[src/rtl/clock_update_sched_if.sv]
// Signal bundle between the clock sequencer and its request sources / digit renderer.
// master drives requests and load data; slave (the sequencer) drives digits and status.
interface clock_update_sched_if;
    logic       upd_window;
    logic       tick_sec;
    logic       adj_sec;
    logic       adj_min;
    logic       adj_hrs;
    logic       load_req;
    logic [6:0] load_sec;
    logic [6:0] load_min;
    logic [5:0] load_hrs;
    logic [3:0] sec_u;
    logic [3:0] min_u;
    logic [3:0] hrs_u;
    logic [2:0] sec_d;
    logic [2:0] min_d;
    logic [1:0] hrs_d;
    logic [3:0] color_offset;
    logic       busy;
    logic       load_done;
    logic       load_err;
    logic       tick_lost;

    modport master (
        output upd_window, tick_sec, adj_sec, adj_min, adj_hrs, load_req,
        output load_sec, load_min, load_hrs,
        input  sec_u, min_u, hrs_u, sec_d, min_d, hrs_d,
        input  color_offset, busy, load_done, load_err, tick_lost
    );

    modport slave (
        input  upd_window, tick_sec, adj_sec, adj_min, adj_hrs, load_req,
        input  load_sec, load_min, load_hrs,
        output sec_u, min_u, hrs_u, sec_d, min_d, hrs_d,
        output color_offset, busy, load_done, load_err, tick_lost
    );
endinterface

[src/rtl/clock_update_sched.sv]
// Single writer of the BCD HH:MM:SS registers and minute colour offset; arbitrates tick,
// adjust and load requests and applies one step per cycle only while upd_window allows.
module clock_update_sched #(
    parameter int unsigned HRS_WRAP    = 24,
    parameter int unsigned TICK_PEND_W = 2
) (
    input logic                 px_clk,
    input logic                 reset,
    clock_update_sched_if.slave bus
);
    typedef enum logic [2:0] {StIdle, StSec, StMin, StHrs, StLoad} state_e;

    localparam int unsigned HrsLast = HRS_WRAP - 1;
    localparam logic [5:0] HrsLastBcd = {2'(HrsLast / 10), 4'(HrsLast % 10)};
    localparam logic [TICK_PEND_W-1:0] TickMax = '1;

    state_e                 state_q, state_d;
    logic                   chain_q, chain_d;
    logic [6:0]             secs_q, secs_d, mins_q, mins_d;
    logic [5:0]             hours_q, hours_d;
    logic [3:0]             color_q, color_d;
    logic [TICK_PEND_W-1:0] tick_pend_q, tick_pend_d;
    logic                   pend_sec_q, pend_sec_d, pend_min_q, pend_min_d;
    logic                   pend_hrs_q, pend_hrs_d, pend_load_q, pend_load_d;
    logic [6:0]             sh_sec_q, sh_sec_d, sh_min_q, sh_min_d;
    logic [5:0]             sh_hrs_q, sh_hrs_d;
    logic                   load_done_q, load_done_d, load_err_q, load_err_d;
    logic                   tick_lost_q, tick_lost_d;

    logic       tick_nz, go, disp_load, disp_tick, disp_hrs, disp_min, disp_sec;
    logic [6:0] hrs_bin;
    logic       load_ok, load_flush;

    function automatic logic [6:0] inc_bcd60(input logic [6:0] v);
        logic [6:0] r;
        if (v == 7'h59)            r = 7'h00;
        else if (v[3:0] == 4'd9)   r = {v[6:4] + 3'd1, 4'd0};
        else                       r = {v[6:4], v[3:0] + 4'd1};
        return r;
    endfunction

    function automatic logic [5:0] inc_hrs(input logic [5:0] v);
        logic [5:0] r;
        if (v == HrsLastBcd)       r = 6'h00;
        else if (v[3:0] == 4'd9)   r = {v[5:4] + 2'd1, 4'd0};
        else                       r = {v[5:4], v[3:0] + 4'd1};
        return r;
    endfunction

    // Fixed priority: load > tick > hrs > min > sec, only from IDLE inside the window.
    always_comb begin
        tick_nz   = (tick_pend_q != '0);
        go        = (state_q == StIdle) && bus.upd_window;
        disp_load = go && pend_load_q;
        disp_tick = go && !pend_load_q && tick_nz;
        disp_hrs  = go && !pend_load_q && !tick_nz && pend_hrs_q;
        disp_min  = go && !pend_load_q && !tick_nz && !pend_hrs_q && pend_min_q;
        disp_sec  = go && !pend_load_q && !tick_nz && !pend_hrs_q && !pend_min_q && pend_sec_q;
    end

    always_comb begin
        hrs_bin = 7'(sh_hrs_q[5:4]) * 7'd10 + 7'(sh_hrs_q[3:0]);
        load_ok = (sh_sec_q[3:0] <= 4'd9) && (sh_sec_q[6:4] <= 3'd5) &&
                  (sh_min_q[3:0] <= 4'd9) && (sh_min_q[6:4] <= 3'd5) &&
                  (sh_hrs_q[3:0] <= 4'd9) && (32'(hrs_bin) < HRS_WRAP);
    end

    always_ff @(posedge px_clk) begin
        if (reset) begin
            state_q <= StIdle;
            chain_q <= 1'b0;
        end else begin
            state_q <= state_d;
            chain_q <= chain_d;
        end
    end

    always_comb begin
        state_d = state_q;
        chain_d = chain_q;
        case (state_q)
            StIdle: begin
                if (disp_load) begin
                    state_d = StLoad;
                end else if (disp_tick) begin
                    state_d = StSec;
                    chain_d = 1'b1;
                end else if (disp_hrs) begin
                    state_d = StHrs;
                    chain_d = 1'b0;
                end else if (disp_min) begin
                    state_d = StMin;
                    chain_d = 1'b0;
                end else if (disp_sec) begin
                    state_d = StSec;
                    chain_d = 1'b0;
                end
            end
            StSec:   state_d = (secs_q == 7'h59 && chain_q) ? StMin : StIdle;
            StMin:   state_d = (mins_q == 7'h59 && chain_q) ? StHrs : StIdle;
            default: state_d = StIdle;
        endcase
    end

    always_comb begin
        bus.busy = (state_q != StIdle);
    end

    always_comb begin
        secs_d      = secs_q;
        mins_d      = mins_q;
        hours_d     = hours_q;
        color_d     = color_q;
        load_done_d = 1'b0;
        load_err_d  = load_err_q;
        load_flush  = 1'b0;
        case (state_q)
            StSec: secs_d = inc_bcd60(secs_q);
            StMin: begin
                mins_d  = inc_bcd60(mins_q);
                color_d = color_q + 4'd1;
            end
            StHrs: hours_d = inc_hrs(hours_q);
            StLoad: begin
                load_done_d = 1'b1;
                load_err_d  = !load_ok;
                if (load_ok) begin
                    secs_d     = sh_sec_q;
                    mins_d     = sh_min_q;
                    hours_d    = sh_hrs_q;
                    load_flush = 1'b1;
                end
            end
            default: ;
        endcase

        // A tick arriving in the flush cycle is newer than the load and survives it.
        tick_pend_d = tick_pend_q;
        tick_lost_d = tick_lost_q;
        if (load_flush) begin
            tick_pend_d = bus.tick_sec ? TICK_PEND_W'(1) : '0;
        end else if (bus.tick_sec && !disp_tick) begin
            if (tick_pend_q == TickMax) tick_lost_d = 1'b1;
            else                        tick_pend_d = tick_pend_q + TICK_PEND_W'(1);
        end else if (!bus.tick_sec && disp_tick) begin
            tick_pend_d = tick_pend_q - TICK_PEND_W'(1);
        end

        pend_sec_d  = (pend_sec_q && !disp_sec && !load_flush) || bus.adj_sec;
        pend_min_d  = (pend_min_q && !disp_min && !load_flush) || bus.adj_min;
        pend_hrs_d  = (pend_hrs_q && !disp_hrs && !load_flush) || bus.adj_hrs;
        pend_load_d = (pend_load_q && !disp_load) || bus.load_req;

        sh_sec_d = bus.load_req ? bus.load_sec : sh_sec_q;
        sh_min_d = bus.load_req ? bus.load_min : sh_min_q;
        sh_hrs_d = bus.load_req ? bus.load_hrs : sh_hrs_q;
    end

    always_ff @(posedge px_clk) begin
        if (reset) begin
            secs_q      <= '0;
            mins_q      <= '0;
            hours_q     <= '0;
            color_q     <= '0;
            tick_pend_q <= '0;
            tick_lost_q <= 1'b0;
            pend_sec_q  <= 1'b0;
            pend_min_q  <= 1'b0;
            pend_hrs_q  <= 1'b0;
            pend_load_q <= 1'b0;
            sh_sec_q    <= '0;
            sh_min_q    <= '0;
            sh_hrs_q    <= '0;
            load_done_q <= 1'b0;
            load_err_q  <= 1'b0;
        end else begin
            secs_q      <= secs_d;
            mins_q      <= mins_d;
            hours_q     <= hours_d;
            color_q     <= color_d;
            tick_pend_q <= tick_pend_d;
            tick_lost_q <= tick_lost_d;
            pend_sec_q  <= pend_sec_d;
            pend_min_q  <= pend_min_d;
            pend_hrs_q  <= pend_hrs_d;
            pend_load_q <= pend_load_d;
            sh_sec_q    <= sh_sec_d;
            sh_min_q    <= sh_min_d;
            sh_hrs_q    <= sh_hrs_d;
            load_done_q <= load_done_d;
            load_err_q  <= load_err_d;
        end
    end

    assign bus.sec_u        = secs_q[3:0];
    assign bus.sec_d        = secs_q[6:4];
    assign bus.min_u        = mins_q[3:0];
    assign bus.min_d        = mins_q[6:4];
    assign bus.hrs_u        = hours_q[3:0];
    assign bus.hrs_d        = hours_q[5:4];
    assign bus.color_offset = color_q;
    assign bus.load_done    = load_done_q;
    assign bus.load_err     = load_err_q;
    assign bus.tick_lost    = tick_lost_q;
endmodule
[src/flat_wrapper.sv]
// flat-port wrapper written by rule: the top's interface ports become plain ports
module clock_update_sched_flat 
#(
    parameter int unsigned HRS_WRAP    = 24,
    parameter int unsigned TICK_PEND_W = 2
)
  (px_clk, reset, bus_upd_window, bus_tick_sec, bus_adj_sec, bus_adj_min, bus_adj_hrs, bus_load_req, bus_load_sec, bus_load_min, bus_load_hrs, bus_sec_u, bus_min_u, bus_hrs_u, bus_sec_d, bus_min_d, bus_hrs_d, bus_color_offset, bus_busy, bus_load_done, bus_load_err, bus_tick_lost);
  clock_update_sched_if bus_i ();
  input logic px_clk;
  input logic reset;
  input wire logic [$bits(bus_i.upd_window)-1:0] bus_upd_window;
  input wire logic [$bits(bus_i.tick_sec)-1:0] bus_tick_sec;
  input wire logic [$bits(bus_i.adj_sec)-1:0] bus_adj_sec;
  input wire logic [$bits(bus_i.adj_min)-1:0] bus_adj_min;
  input wire logic [$bits(bus_i.adj_hrs)-1:0] bus_adj_hrs;
  input wire logic [$bits(bus_i.load_req)-1:0] bus_load_req;
  input wire logic [$bits(bus_i.load_sec)-1:0] bus_load_sec;
  input wire logic [$bits(bus_i.load_min)-1:0] bus_load_min;
  input wire logic [$bits(bus_i.load_hrs)-1:0] bus_load_hrs;
  output wire logic [$bits(bus_i.sec_u)-1:0] bus_sec_u;
  output wire logic [$bits(bus_i.min_u)-1:0] bus_min_u;
  output wire logic [$bits(bus_i.hrs_u)-1:0] bus_hrs_u;
  output wire logic [$bits(bus_i.sec_d)-1:0] bus_sec_d;
  output wire logic [$bits(bus_i.min_d)-1:0] bus_min_d;
  output wire logic [$bits(bus_i.hrs_d)-1:0] bus_hrs_d;
  output wire logic [$bits(bus_i.color_offset)-1:0] bus_color_offset;
  output wire logic [$bits(bus_i.busy)-1:0] bus_busy;
  output wire logic [$bits(bus_i.load_done)-1:0] bus_load_done;
  output wire logic [$bits(bus_i.load_err)-1:0] bus_load_err;
  output wire logic [$bits(bus_i.tick_lost)-1:0] bus_tick_lost;
  assign bus_i.upd_window = bus_upd_window;
  assign bus_i.tick_sec = bus_tick_sec;
  assign bus_i.adj_sec = bus_adj_sec;
  assign bus_i.adj_min = bus_adj_min;
  assign bus_i.adj_hrs = bus_adj_hrs;
  assign bus_i.load_req = bus_load_req;
  assign bus_i.load_sec = bus_load_sec;
  assign bus_i.load_min = bus_load_min;
  assign bus_i.load_hrs = bus_load_hrs;
  assign bus_sec_u = bus_i.sec_u;
  assign bus_min_u = bus_i.min_u;
  assign bus_hrs_u = bus_i.hrs_u;
  assign bus_sec_d = bus_i.sec_d;
  assign bus_min_d = bus_i.min_d;
  assign bus_hrs_d = bus_i.hrs_d;
  assign bus_color_offset = bus_i.color_offset;
  assign bus_busy = bus_i.busy;
  assign bus_load_done = bus_i.load_done;
  assign bus_load_err = bus_i.load_err;
  assign bus_tick_lost = bus_i.tick_lost;
  clock_update_sched #(.HRS_WRAP(HRS_WRAP), .TICK_PEND_W(TICK_PEND_W)) u_core (.px_clk(px_clk), .reset(reset), .bus(bus_i));
endmodule
[config.mk]
export PLATFORM = sky130hd
export DESIGN_NAME = clock_update_sched_flat
export DESIGN_NICKNAME = d
export VERILOG_FILES = /design/src/rtl/clock_update_sched_if.sv /design/src/rtl/clock_update_sched.sv /design/src/flat_wrapper.sv
export SDC_FILE = /design/constraint.sdc
export NUM_CORES = 1
export LEC_CHECK = 0
export ABC_AREA = 0
export BUFFER_PORTS_ARGS = -buffer_cell sky130_fd_sc_hd__buf_2
export CAP_MARGIN = 20
export CORE_ASPECT_RATIO = 0.9
export CORE_MARGIN = 2
export CORE_UTILIZATION = 59
export DETAILED_ROUTE_END_ITERATION = 6
export GPL_TIMING_DRIVEN = 0
export HOLD_SLACK_MARGIN = 0.08
export PLACE_DENSITY_LB_ADDON = 0.12
export SKIP_CTS_REPAIR_TIMING = 1
export SLEW_MARGIN = 20
export SYNTH_ARGS = -nofsm -noshare
export SYNTH_HDL_FRONTEND = slang
export SYNTH_SLANG_ARGS = --single-unit
export TNS_END_PERCENT = 30
[constraint.sdc]
create_clock -name px_clk -period 3.4 [get_ports px_clk]
set_input_delay 0.51 -clock px_clk [delete_from_list [all_inputs] [get_ports px_clk]]
set_output_delay 0.51 -clock px_clk [all_outputs]
set_load 0.02 [all_outputs]
== After elaboration in Yosys (flattened, before gate mapping) ==
Cells that the tools add are included.

* Eq/ne operators: 17
* $lt $le $gt $ge: 6
* Reductions and logical operators: 59
* Add/subtract/negate cells: 10
* Bitwise logic cells: 2
* Muxes and demuxes: 32
* $mul: 1

{| class="wikitable"
|+ Operator list
! operator !! number
|-
| $mux 7 || 6
|-
| $pmux 7 s2 || 2
|-
| $logic_and 1x1->1 || 26
|-
| $mux 6 || 3
|-
| $add 4x1->4 const B || 4
|-
| $mux 3 || 5
|-
| $reduce_and 3->1 || 5
|-
| $eq 7x7->1 const B || 2
|-
| $eq 4x4->1 const B || 3
|-
| $le 4x4->1 const B || 3
|-
| $logic_not 1->1 || 12
|-
| $mux 2 || 6
|-
| $pmux 6 s2 || 1
|-
| $ne 3x1->1 const B || 3
|-
| $pmux 3 s3 || 1
|-
| $mux 1 || 8
|-
| $reduce_and 2->1 || 4
|-
| $reduce_bool 2->1 || 4
|-
| $add 6x4->7 || 1
|-
| $lt 7x5->1 const B || 1
|-
| $add 3x1->3 const B || 2
|-
| $eq 3x2->1 const B || 2
|-
| $eq 6x6->1 const B || 1
|-
| $le 3x3->1 const B || 2
|-
| 14 further kinds || 20
|}

* Bits of input ports: 28
* Register bits after elaboration: 57
* Output and inout bits: 28
* Word-level logic and storage cells: 147

== Logic depth before layout (Yosys ltp) ==
* Depth after elaboration: 13
* Mapped depth: 10
* Mapped depth without buffers: 9

== Worst setup path before layout ==
No wires, ideal clock.

* Kind: reg2reg
* Start point: reg u_core.sh_hrs_q[5]
* End point: reg u_core.mins_q[4]
* Stages on the path, launching flop included: 8
* Path buffers: 1
* Library setup time: 0.091 ns
* Setup slack: 1.534 ns
* Clock period less this slack: 1.866 ns
* Data required time: 3.309 ns
* Data arrival time: 1.775 ns
* Path through: dfxtp_1 ha_1 a31oi_4 a21oi_1 a211oi_2 buf_6 nor3_1 a311oi_1

* Cells in the longest elaborated chain, start to end: 6

{| class="wikitable"
|+ RTL lines
! what !! line !! text
|-
| from (decl) || clock_update_sched.sv:26 || <nowiki>logic [5:0] sh_hrs_q, sh_hrs_d;</nowiki>
|-
| from (signal assigned) || clock_update_sched.sv:189 || <nowiki>sh_hrs_q <= sh_hrs_d;</nowiki>
|-
| $mul 2x3->5 || clock_update_sched.sv:62 || <nowiki>hrs_bin = 7'(sh_hrs_q[5:4]) * 7'd10 + 7'(sh_hrs_q[3:0]);</nowiki>
|-
| $add 6x4->7 || clock_update_sched.sv:62 ||
|-
| $lt 7x5->1 || clock_update_sched.sv:65 || <nowiki>(sh_hrs_q[3:0] <= 4'd9) && (32'(hrs_bin) < HRS_WRAP);</nowiki>
|-
| $logic_and 1x1->1 || clock_update_sched.sv:65 ||
|-
| $ne 2x1->1 (no source line) || - ||
|-
| $reduce_and 3->1 (no source line) || - ||
|-
| to (signal assigned) || clock_update_sched.sv:178 || <nowiki>mins_q <= mins_d;</nowiki>
|-
| to (decl) || clock_update_sched.sv:19 || <nowiki>logic [6:0] secs_q, secs_d, mins_q, mins_d;</nowiki>
|}

No other way between the ends.
A chain may end at the register's enable or synchronous reset.

== Worst setup path in the final report ==
* Start point: reg u_core.sh_hrs_q[5]
* End point: reg u_core.mins_q[1]

* Cells in the longest elaborated chain, start to end: 6

{| class="wikitable"
|+ RTL lines
! what !! line
|-
| $mul 2x3->5 || clock_update_sched.sv:62
|-
| $add 6x4->7 || clock_update_sched.sv:62
|-
| $lt 7x5->1 || clock_update_sched.sv:65
|-
| $logic_and 1x1->1 || clock_update_sched.sv:65
|-
| $ne 2x1->1 (no source line) || -
|-
| $reduce_and 2->1 (no source line) || -
|}

No other way between the ends.

==> reports/results.tsv <==
stage	metric	value	unit
run_status	status	finished, final reports clean	
power_and_ir_drop	VDD IR max	0.000405	V
floorplan	Die Span X	78.7	um
placement	# port buffers	53	
synthesis	area leader, netlist	dfxtp_1	
route	detailed-routed wire length on met2	3500	um
setup_path	Worst Path Max Fanout	10	
synthesis	Distinct cells, synth	51	
placement	Placed Cells	458	
final_layout	Syn-to-layout area delta	17.2	%
global_route	total global-route track usage	28.2	%
synthesis	Yosys top cell area share	38.6	%
clock_network	CTS tree	built	
synthesis	Mapped Nets	383	
floorplan	Top Ports	56	
sta	final hold violation count	0	
synthesis	#FFs+latches synth	57	
setup_path	Worst path max stage delay	0.42	ns
route	Max Used Layer	met4	
route	Vias	2792	
power_and_ir_drop	P_leak	1.50	nW
placement	post-place setup slack	1.18	ns
route	drt total wl	7430	um
clock_network	H-tree levels	3	
synthesis	Commonest cells post-synth	dfxtp_1, nor2_1, nor3_1	
route	met3 WL	481	um
synthesis	Post-synth EDFFs	0	
route	vias per cell	5.92	
final_layout	# diodes	0	
route	Wirelength per Cell	15.7	um
job	Max-Cap Viols	0	
power_and_ir_drop	Overall Power	1.58	mW
placement	post-DP HPWL	5300	um
clock_network	Max Root-Sink Buffers	2	
synthesis	ys flop type	dfxtp_1	
final_layout	final instance count without filler cells	472	
sta	final count of negative-setup-slack endpoints	0	
synthesis	Async S/R FF share, synth	0	%
clock_network	root buffer cell	clkbuf_8	
clock_network	TritonCTS Buffers	9	
sta	fin. max-slew vios	0	
placement	RePlAce Congestion	0.924	
global_route	initial antenna violation count	0	
global_route	Overflow after GRT	0	
min_path	Hold Path Class	in -> reg	
global_route	vias in the first global route	2536	
floorplan	chip height	71.2	um
setup_path	r2r setup slk	1.14	ns
synthesis	synthesized area per cell	8.70	sq um
synthesis	post-synthesis sequential area ratio	38.6	%
power_and_ir_drop	Cell Pwr Density	455	nW/um^2
synthesis	Syn Std Cell Area	2960	sq um
route	Detailed Route Iter0 Violations	199	
floorplan	row cnt	24	
placement	placed cell area	3310	sq um
sta	Total Neg Setup Slack	0	ns
global_route	first-pass GRT wire length	12300	um
setup_path	endpoint type of the worst setup path	register	
setup_path	Crit Path Class	reg -> reg	
synthesis	most frequent cell after synthesis	dfxtp_1	
sta	final critical-path share of the clock period	66.4	%
global_route	largest net degree at the start of global routing	11	
synthesis	Synth warnings	0	
route	antenna viol nets, final	0	
final_layout	Layout Nets	447	
route	DRC	0	
final_layout	final instance area	3470	sq um
sta	Worst-Margin Slew	0.909	ns
setup_path	Worst EP arrival	2.51	ns
clock_network	Clock Latency Late Sink	0.34	ns
floorplan	core area	4830	sq um
route	WL met1	3310	um
setup_path	Critical Path RT	3.65	ns
sta	Fin Clk Skew	0.00495	ns
clock_network	Clk pin slew, worst setup/hold paths	0.06	ns
final_layout	Finished Core Util	71.7	%
synthesis	Area contributors post-synth	dfxtp_1, mux2i_1, ha_1	
sta	Final Worst Setup Slack	1.14	ns
setup_path	critical path's slowest cell	dfxtp_1	
final_layout	FILL cells	403	
floorplan	initial core utilization	61.2	%
synthesis	cell count after synthesis	340	
sta	Hold Slack	0.392	ns
sta	highest clock rate	443	MHz
sta	RSZ-0062 raised after global routing	no	
setup_path	critical path, cell by cell	ha_1 -> a31oi_4 -> mux2i_1 -> a211o_2 -> buf_2 -> nand2_1 -> a211oi_1	
sta	post-route minimum period	2.26	ns
setup_path	Startpoint Class	register	
clock_network	# clock sinks	57	
route	DRT Pass-1 Iters	5	
sta	Slew HR	39.4	%
final_layout	layout cell share with drive strength beyond 1	19.7	%
floorplan	die area	5600	sq um
## final cells by class
| cell class | instances | area (sq um) | share of cell area, % |
|---|---|---|---|
| multi-input cells | 253 | 1650 | 47.6 |
| flip-flops and latches | 57 | 1140 | 32.9 |
| repair buffers | 53 | 265 | 7.65 |
| clock buffers | 14 | 163 | 4.69 |
| plain buffers | 21 | 134 | 3.86 |
| well taps | 65 | 81.3 | 2.34 |
| inverters | 9 | 33.8 | 0.974 |
## logic make-up after synthesis
logic type                 after synthesis  synth area share (%)
adders and majority gates               15                  6.34
buffers and inverters                   30                  5.67
DFF                                     57                  38.6
AOI/OAI and AO/OA                       78                  18.2
muxes                                   26                  8.79
and+or+nand+nor                        128                  20.6
xor gates and xnor gates                 6                  1.78
## registers in the layout (all words and copies together) (netlist names)
signal	count
u_core.sh_sec_q	7
u_core.state_q	3
u_core.bus.tick_lost	1
u_core.secs_q	7
u_core.tick_pend_q	2
u_core.pend_min_q	1
u_core.hours_q	6
u_core.pend_sec_q	1
u_core.sh_hrs_q	6
u_core.sh_min_q	7
u_core.pend_load_q	1
u_core.bus.load_done	1
u_core.bus.load_err	1
u_core.mins_q	7
u_core.pend_hrs_q	1
u_core.bus.color_offset	4
u_core.chain_q	1
## path summary, 6_finish.rpt
kind,start,to,cells after the start
min reg2reg,u_core.bus.tick_lost,u_core.bus.tick_lost,2
min,bus_adj_hrs,u_core.pend_hrs_q,3
max,u_core.sh_hrs_q[5],u_core.mins_q[1],7
max reg2reg,u_core.sh_hrs_q[5],u_core.mins_q[1],7
## per-layer routing
metal | GRT usage (%) | vias up
met5 | 0 | -
met4 | 10.3 | 0
met3 | 9.06 | 12
met2 | 45.4 | 100
met1 | 35.7 | 1317
li1 | - | 1363
## worst max-delay path, delay by kind of cell (launching register included)
family / cells / cell delay, ns
buf+inv: 1 / 0.27
mux: 1 / 0.36
simple gates: 1 / 0.15
flops: 1 / 0.42
compound gates: 3 / 0.68
fa+ha+maj: 1 / 0.30
## cell usage in the layout (no fill, tap or decap), types with 2 or more instances in the layout
cell / synthesis / final
nor3_1: 31 / 31
o211ai_1: 3 / 3
o31ai_1: 2 / 2
buf_6: 3 / 3
clkbuf_1: 9 / 12
a21oi_1: 16 / 16
nand3b_1: 3 / 3
inv_1: 9 / 9
ha_1: 15 / 15
xor2_1: 2 / 2
buf_2: 3 / 56
buf_1: 3 / 3
nand2_1: 21 / 21
nand2b_1: 2 / 2
nor2_1: 46 / 46
a2bb2oi_1: 3 / 3
mux2i_1: 26 / 26
clkbuf_8: 2 / 13
xnor2_1: 4 / 4
o21ai_0: 18 / 18
a311oi_1: 7 / 7
dfxtp_1: 57 / 57
a211oi_1: 8 / 8
nand4_1: 2 / 2
a31oi_1: 2 / 2
and3b_1: 2 / 2
nand3_1: 10 / 10
a22oi_1: 4 / 4
o221ai_1: 2 / 2
o21a_1: 2 / 2
nor3b_1: 3 / 3
## power breakdown
group	internal (mW)	switching [mW]	total, mW
Sequential	0.710	0.0404	0.750
Clock	0.297	0.248	0.545
Combinational	0.121	0.162	0.283
Power figures use the tool's default switching activity.
